==> config.mk <==
export PLATFORM = sky130hd
export DESIGN_NAME = instr_cycle_sequencer
export DESIGN_NICKNAME = d
export VERILOG_FILES = /design/src/rtl/instr_cycle_sequencer.sv
export SDC_FILE = /design/constraint.sdc
export NUM_CORES = 1
export LEC_CHECK = 0
export CAP_MARGIN = 25
export CORE_MARGIN = 2
export CORE_UTILIZATION = 35
export DETAILED_ROUTE_END_ITERATION = 16
export GPL_ROUTABILITY_DRIVEN = 0
export GPL_TIMING_DRIVEN = 0
export PLACE_DENSITY = 0.68
export SETUP_SLACK_MARGIN = 0.05
export SLEW_MARGIN = 20
export SYNTH_ARGS = -nofsm -noshare
export SYNTH_HDL_FRONTEND = slang
export SYNTH_SLANG_ARGS = --single-unit
==> constraint.sdc <==
create_clock -name clk -period 1.2 [get_ports clk]
set_input_delay 0.24 -clock clk [delete_from_list [all_inputs] [get_ports clk]]
set_output_delay 0.24 -clock clk [all_outputs]
set_load 0.05 [all_outputs]
==> src/rtl/instr_cycle_sequencer.sv <==
// rtl/instr_cycle_sequencer.sv - fetch/decode/execute sequencer for the 8-bit accumulator CPU
//
// Purpose: steps each instruction through FETCH, DECODE, EXEC, an optional MEM
// phase and WB. It latches the instruction word into IR and gates the
// combinational Control decoder enables so that each one fires in exactly one
// cycle. It also provides run/step/halt control and a retired-instruction counter.
//
// Ports:
//   clk, rst_n          clock (rising edge); asynchronous active-low reset
//   run, step           free-run level; single-instruction pulse, accepted only in IDLE
//   instr_in            memory data, sampled on the last FETCH cycle
//   dec_*               Control decoder outputs for the latched opcode
//   acc_zero            accumulator == 0, qualifies branches
//   ir_opcode, ir_imm   IR[7:5] and IR[4:0]
//   addr_sel            0 = PC address, 1 = data address
//   pc_en, brnch_yes    PC advance strobe and PC branch-load strobe
//   regWE, accWE, memWE gated write enables
//   halted, state       HALT indicator and debug view of the state
//   instr_count         retired instructions; wraps at 16'hFFFF
module instr_cycle_sequencer #(
   parameter int          MEM_WAIT   = 2,
   parameter int          WAIT_W     = 2,
   parameter logic [7:0]  HALT_INSTR = 8'hFF
) (
   input  logic        clk,
   input  logic        rst_n,
   input  logic        run,
   input  logic        step,
   input  logic [7:0]  instr_in,
   input  logic        dec_regWE,
   input  logic        dec_accWE,
   input  logic        dec_memWE,
   input  logic        dec_lw,
   input  logic        dec_brnch,
   input  logic        acc_zero,
   output logic [2:0]  ir_opcode,
   output logic [4:0]  ir_imm,
   output logic        addr_sel,
   output logic        pc_en,
   output logic        brnch_yes,
   output logic        regWE,
   output logic        accWE,
   output logic        memWE,
   output logic        halted,
   output logic [2:0]  state,
   output logic [15:0] instr_count
);

   typedef enum logic [2:0] {
      S_IDLE   = 3'd0,
      S_FETCH  = 3'd1,
      S_DECODE = 3'd2,
      S_EXEC   = 3'd3,
      S_MEM    = 3'd4,
      S_WB     = 3'd5,
      S_HALT   = 3'd6
   } state_t;

   state_t             state_q, state_d;
   logic [7:0]         ir_q;
   logic [WAIT_W-1:0]  wait_q;
   logic               step_mode_q;
   logic [15:0]        count_q;
   logic               last_wait;

   // FETCH and MEM share one wait counter; the final cycle of an access is count == MEM_WAIT.
   assign last_wait = (wait_q == WAIT_W'(MEM_WAIT));

   always_ff @(posedge clk or negedge rst_n) begin
      if (!rst_n) begin
         state_q     <= S_IDLE;
         ir_q        <= 8'h00;
         wait_q      <= '0;
         step_mode_q <= 1'b0;
         count_q     <= 16'h0000;
      end else begin
         state_q <= state_d;
         if (state_q == S_FETCH && last_wait)
            ir_q <= instr_in;
         if (state_q == S_FETCH || state_q == S_MEM)
            wait_q <= last_wait ? '0 : wait_q + WAIT_W'(1);
         else
            wait_q <= '0;
         if (state_q == S_IDLE && (run || step))
            step_mode_q <= ~run;   // run wins when both are high
         if (state_q == S_WB)
            count_q <= count_q + 16'h0001;
      end
   end

   always_comb begin
      state_d   = state_q;
      addr_sel  = 1'b0;
      pc_en     = 1'b0;
      brnch_yes = 1'b0;
      regWE     = 1'b0;
      accWE     = 1'b0;
      memWE     = 1'b0;
      halted    = 1'b0;
      case (state_q)
         S_IDLE: begin
            if (run || step)
               state_d = S_FETCH;
         end
         S_FETCH: begin
            if (last_wait)
               state_d = S_DECODE;
         end
         S_DECODE: begin
            state_d = (ir_q == HALT_INSTR) ? S_HALT : S_EXEC;
         end
         S_EXEC: begin
            state_d = (dec_lw || dec_memWE) ? S_MEM : S_WB;
         end
         S_MEM: begin
            addr_sel = 1'b1;
            // Store issues only on the final MEM cycle, so a reset earlier in MEM drops it.
            memWE    = dec_memWE && last_wait;
            if (last_wait)
               state_d = S_WB;
         end
         S_WB: begin
            regWE     = dec_regWE;
            accWE     = dec_accWE;
            brnch_yes = dec_brnch && acc_zero;
            pc_en     = ~(dec_brnch && acc_zero);
            state_d   = (step_mode_q || !run) ? S_IDLE : S_FETCH;
         end
         S_HALT: begin
            halted = 1'b1;
         end
         default: begin
            state_d = S_IDLE;
         end
      endcase
   end

   assign ir_opcode   = ir_q[7:5];
   assign ir_imm      = ir_q[4:0];
   assign state       = state_q;
   assign instr_count = count_q;

endmodule

==> results of run 1 <==
final timing paths:
check | startpoint | end | slack [ns] | depth (start not counted)
min reg2reg | wait_q[0] | wait_q[0] | 0.45 | 1
max reg2reg | state[2] | ir_q[5] | -0.39 | 5
min in group clk | wait_q[0] | wait_q[0] | 0.45 | 1
max | state[1] | memWE | -0.46 | 5
max in group asynchronous | rst_n | state[0] | 0.73 | 1
min | rst_n | instr_count[0] | -0.01 | 1
synthesized netlist by cell type (all sizes together), types with 3 or more instances:
| cell | number |
|---|---|
| a21oi | 4 |
| and3 | 3 |
| buf | 3 |
| dfrtp | 30 |
| inv | 5 |
| mux2 | 8 |
| nand2 | 10 |
| nand3 | 4 |
| nand4 | 6 |
| nor2 | 7 |
| nor3 | 4 |
| o21ai | 4 |
| or3 | 3 |
| xnor2 | 14 |
stage by stage:
| step | power [W] | TNS (ns) | worst slack (ns) |
|---|---|---|---|
| finish | 0.005901 | -10.25 | -0.4609 |
| global route | 0.006215 | -12.83 | -0.5253 |
| CTS | 0.005616 | -10.20 | -0.4697 |
| detailed placement | 0.004408 | -16.59 | -1.111 |
| global placement | 0.004360 | -36.03 | -1.082 |
| floorplan | 0.003581 | -7.840 | -0.5241 |
routing by layer:
layer,track usage,wire length (um),vias to the layer above
met5,0,0,-
met4,0.09750,90,0
met3,0.04112,156,10
met2,0.2929,1872,38
met1,0.1893,1387,592
li1,-,-,570
state kept, by name, summed over array words and instances (netlist names):
name,count
instr_count,16
state,3
ir_q,8
wait_q,2
step_mode_q,1
power by group through the flow:
stage	clock (W)	sequential, W	combinational [W]
floorplan	0	0.00242	0.00116
global placement	0	0.00160	0.00276
detailed placement	0	0.00161	0.00279
CTS	0.000876	0.00161	0.00313
global route	0.000924	0.00170	0.00359
finish	0.000852	0.00166	0.00339
worst register-to-register path, delay by kind of cell, from the launching register on:
| family | cells | cell delay (ns) |
|---|---|---|
| AND/OR/NAND/NOR | 2 | 0.41 |
| flip-flops | 1 | 0.42 |
| multiplexers | 1 | 0.35 |
| buffers and inverters | 2 | 0.30 |
cell type report:
| class | count | area, sq um |
|---|---|---|
| fillers | 311 | 1491 |
| flip-flops and latches | 30 | 778.2 |
| multi-input cells | 85 | 772.0 |
| repair buffers | 66 | 706.9 |
| clock buffers | 6 | 82.58 |
| well taps | 50 | 62.56 |
| plain buffers | 3 | 41.29 |
| inverters | 5 | 23.77 |
| clock inverters | 2 | 12.51 |
repair_timing:
item,CTS,global route
pin swaps,14,7
setup buffers,11,5
setup endpoints to repair,60,57
resized for setup,240,27
hold buffers,0,0
cell families after synthesis:
| family | count (synthesis) | synth area share |
|---|---|---|
| xor+xnor | 16 | 0.09816 |
| flops | 30 | 0.5259 |
| fa+ha+maj | 1 | 0.008763 |
| compound gates | 12 | 0.04908 |
| simple gates | 48 | 0.2209 |
| buf+inv | 8 | 0.03418 |
| mux | 8 | 0.06311 |
==> flow_summary.json, run 1 <==
{
  "num_rows": 23,
  "ctsRootBufferMaster": "clkbuf_8",
  "violations": "negative hold slack, negative setup slack",
  "io_pins": 52,
  "critPathKind": "reg2out",
  "htreeDepth": 2,
  "die-height_um": 67.87,
  "worstPathMaxFanout": 6,
  "area_growth_pct": 73.71,
  "antenna_found_initial": 0,
  "grt_max_degree": 31,
  "core_area_sq_mm": 0.003971,
  "syn_area_sq_mm": 0.001428,
  "post-route-period-util": 1.384,
  "drc": 0,
  "detail-route-antenna-nets": 0,
  "overflow": 0,
  "nets": 215,
  "wl_per_cell_um": 14.20,
  "start_util": 0.3595,
  "seq_power_share": 0.281,
  "clkTransAtPathRegs_ns": 0.06,
  "drive_gt1_frac": 0.6142,
  "final_common_cell": "buf_6",
  "grt_pass1_wl_um": 5616,
  "dpl_cell_area_sq_mm": 0.002093,
  "cts_tree": "done",
  "peakVddDrop_mv": 1.736,
  "final_cell_mix": "buf_6, dfrtp_2, clkdlybuf4s50_1",
  "async_flop_share": 1.000,
  "cp-end-kind": "primary output",
  "timing.final.max_slew_violations": 0,
  "grtUsageTotal": 0.1692,
  "antenna_cells": 0,
  "p_int_w": 0.003303,
  "fin_cells": 247,
  "place_inst": 224,
  "hpwl_um": 2390,
  "dieArea_sq_mm": 0.004606,
  "syn_area_per_cell_sq_um": 11.61,
  "maxCapViolations": 0,
  "power_frac_comb": 0.575,
  "insertion_delay_ns": 0.29,
  "die_w_um": 67.87,
  "final_util": 0.6244,
  "worst_pin_slew_ns": 0.6795,
  "p_leak_nw": 1.125,
  "period_needed_ns": 1.661,
  "cts_max_path_buffers": 2,
  "yosys_most_used_dff": "dfrtp_1",
  "synth_edf_count": 0,
  "first_global_vias": 1218,
  "rsz0062_at_grt": "yes",
  "switching_power_w": 0.002598,
  "yosysWarnings": 0,
  "powerDensity_mw_per_mm2": 2379,
  "numCtsBuffers": 5,
  "swShare": 0.4402,
  "port_buffers": 51,
  "cp.arrival_ns": 1.42,
  "dr.first_iter.drc_count": 36,
  "dr.pass1.iters": 4,
  "crit_required_ns": 0.96,
  "ys_types": 37,
  "crit_top_cell": "buf_8",
  "cp_num_buf_inv": 3,
  "syn_inst": 123,
  "clock_power_share": 0.144,
  "finalSetupViolCount": 37,
  "layout_setup_ws_ns": -0.4609,
  "synth_area_leader_cell": "dfrtp_1",
  "critPathTopFamily": "buffers and inverters",
  "whs_ns": -0.01460,
  "via_per_inst": 4.899,
  "slew_headroom": 0.5470,
  "startpoint_type": "flip-flop",
  "final_area_sq_mm": 0.002480,
  "fmax_ghz": 0.6021,
  "synth.area.top_cells": "dfrtp_1, xnor2_1, mux2_2",
  "finalHoldViolCount": 30,
  "routed_wl_um": 3507,
  "status": "finished with violations",
  "worst_path_max_delay_cell": "dfrtp_2",
  "finalClockSkew_ns": 0.006503,
  "cpPeakStageDelay_ns": 0.42,
  "yosys.area.top_type_share": 0.5259,
  "syn-num-nets": 142,
  "dr_total_vias": 1210,
  "cts_sinks": 30,
  "synth_seq_area_share": 0.5259,
  "ys_ff_latch": 30,
  "hold_class": "in2async",
  "cp_cell_sequence": "buf_8 -> buf_4 -> nor2_4 -> and3_4 -> buf_8"
}
(Power assumes the default switching activity.)
==> run 2, diff against run 1 <==
--- a/config.mk
+++ b/config.mk
@@ -12,7 +12,6 @@
 export GPL_ROUTABILITY_DRIVEN = 0
 export GPL_TIMING_DRIVEN = 0
 export PLACE_DENSITY = 0.68
-export SETUP_SLACK_MARGIN = 0.05
 export SLEW_MARGIN = 20
 export SYNTH_ARGS = -nofsm -noshare
 export SYNTH_HDL_FRONTEND = slang
==> flow_summary.json, run 2 (same netlist as run 1, synthesis figures left out) <==
{
  "cts_sinks": 30,
  "cts_tree": "done",
  "clkTransAtPathRegs_ns": 0.06,
  "insertion_delay_ns": 0.28,
  "finalHoldViolCount": 30,
  "antenna_found_initial": 0,
  "htreeDepth": 2,
  "period_needed_ns": 1.726,
  "die-height_um": 67.87,
  "grt_pass1_wl_um": 5865,
  "wl_per_cell_um": 15.47,
  "overflow": 0,
  "routed_wl_um": 3915,
  "first_global_vias": 1223,
  "timing.final.max_slew_violations": 0,
  "drive_gt1_frac": 0.6502,
  "cp.arrival_ns": 1.49,
  "hpwl_um": 2314,
  "violations": "negative hold slack, negative setup slack",
  "p_leak_nw": 1.156,
  "cts_max_path_buffers": 2,
  "peakVddDrop_mv": 1.586,
  "largest_register_ffs": 16,
  "status": "finished with violations",
  "critPathKind": "reg2out",
  "drc": 0,
  "fin_cells": 253,
  "post-route-period-util": 1.438,
  "ctsHoldBuffers": 0,
  "num_rows": 23,
  "dieArea_sq_mm": 0.004606,
  "finalClockSkew_ns": 0.001268,
  "fmax_ghz": 0.5793,
  "final_common_cell": "buf_4",
  "powerDensity_mw_per_mm2": 2463,
  "area_growth_pct": 75.28,
  "antenna_cells": 0,
  "cp-end-kind": "primary output",
  "layout_setup_ws_ns": -0.5261,
  "via_per_inst": 4.913,
  "ctsRootBufferMaster": "clkbuf_8",
  "dr.first_iter.drc_count": 39,
  "dr_total_vias": 1243,
  "crit_required_ns": 0.96,
  "grt_max_degree": 31,
  "dr.pass1.iters": 4,
  "port_buffers": 51,
  "die_w_um": 67.87,
  "core_area_sq_mm": 0.003971,
  "start_util": 0.3595,
  "finalSetupViolCount": 36,
  "hold_class": "in2async",
  "io_pins": 52,
  "slew_headroom": 0.5647,
  "dp_worst_setup_slack_ns": -1.139,
  "startpoint_type": "flip-flop",
  "worstPathMaxFanout": 4,
  "numCtsBuffers": 5,
  "detail-route-antenna-nets": 0,
  "rsz0062_at_grt": "yes",
  "place_inst": 224,
  "final_cell_mix": "buf_4, dfrtp_2, clkdlybuf4s50_1",
  "grtUsageTotal": 0.1761,
  "whs_ns": -0.02060,
  "nets": 221,
  "maxCapViolations": 0,
  "worst_pin_slew_ns": 0.6529
}
==> run 2: changes by cell type in the layout (fill, tap and decap cells not counted), sizes merged <==
cell    delta
buf        +1
clkbuf     +4
nand3      +1
==> run 2: where the power goes <==
group | internal, W | total (W) | switching (W)
clock network | 0.000460 | 0.000854 | 0.000394
registers | 0.00134 | 0.00163 | 0.000292
logic | 0.00158 | 0.00368 | 0.00210
==> run 2: layout make-up <==
| type | instances | area, sq um |
|---|---|---|
| multi-input cells | 86 | 845.8 |
| inverters | 5 | 23.77 |
| plain buffers | 3 | 41.29 |
| flip-flops and latches | 30 | 775.7 |
| well taps | 50 | 62.56 |
| clock buffers | 6 | 82.58 |
| repair buffers | 71 | 658.1 |
| fillers | 305 | 1469 |
| clock inverters | 2 | 12.51 |
==> run 2: path summary, 6_finish.rpt <==
check,start,to,slack (ns),cells past startpoint
min in group clk,instr_count[15],instr_count[15],0.48,1
min reg2reg,instr_count[15],instr_count[15],0.48,1
min,rst_n,instr_count[15],-0.02,1
max,state[1],brnch_yes,-0.53,4
max reg2reg,state[1],instr_count[14],-0.39,7
max in group asynchronous,rst_n,instr_count[3],0.76,1
==> run 2: timing repair <==
action | in CTS | in global routing
gates cloned | 1 | 0
endpoints found under the setup margin | 60 | 47
endpoints found under the hold margin | 0 | 0
resized for setup | 209 | 45
pin swaps | 12 | 17
buffers inserted | 12 | 8
==> run 2: critical path: stages (launching register included) <==
cell and delay, ns:
dfrtp_2 0.42, buf_8 0.14, nor3_4 0.27, and3_4 0.23
buf_8 0.14
==> run 2: stage by stage <==
step           power (W)  setup TNS (ns)  area [sq um]  hold slack (ns)  utilization
2_1_floorplan   0.003573          -7.837          1523         -0.05559            -
3_3_place_gp    0.004352          -35.98          2096           0.4354       0.5277
3_5_place_dp    0.004409          -16.95          2091           0.3121       0.5265
4_1_cts         0.005590          -8.356          2267         0.005474       0.5709
5_1_grt         0.006460          -11.00          2502          0.03606       0.6301
6_report        0.006163          -9.179          2502         -0.02060       0.6301
==> run 2: metal layers <==
| metal | GRT usage | wire length, um | vias to the layer above |
|---|---|---|---|
| li1 | - | - | 589 |
| met3 | 0.05099 | 204 | 6 |
| met5 | 0 | 0 | - |
| met4 | 0.06000 | 57 | 0 |
| met1 | 0.2101 | 1450 | 603 |
| met2 | 0.3039 | 2202 | 45 |
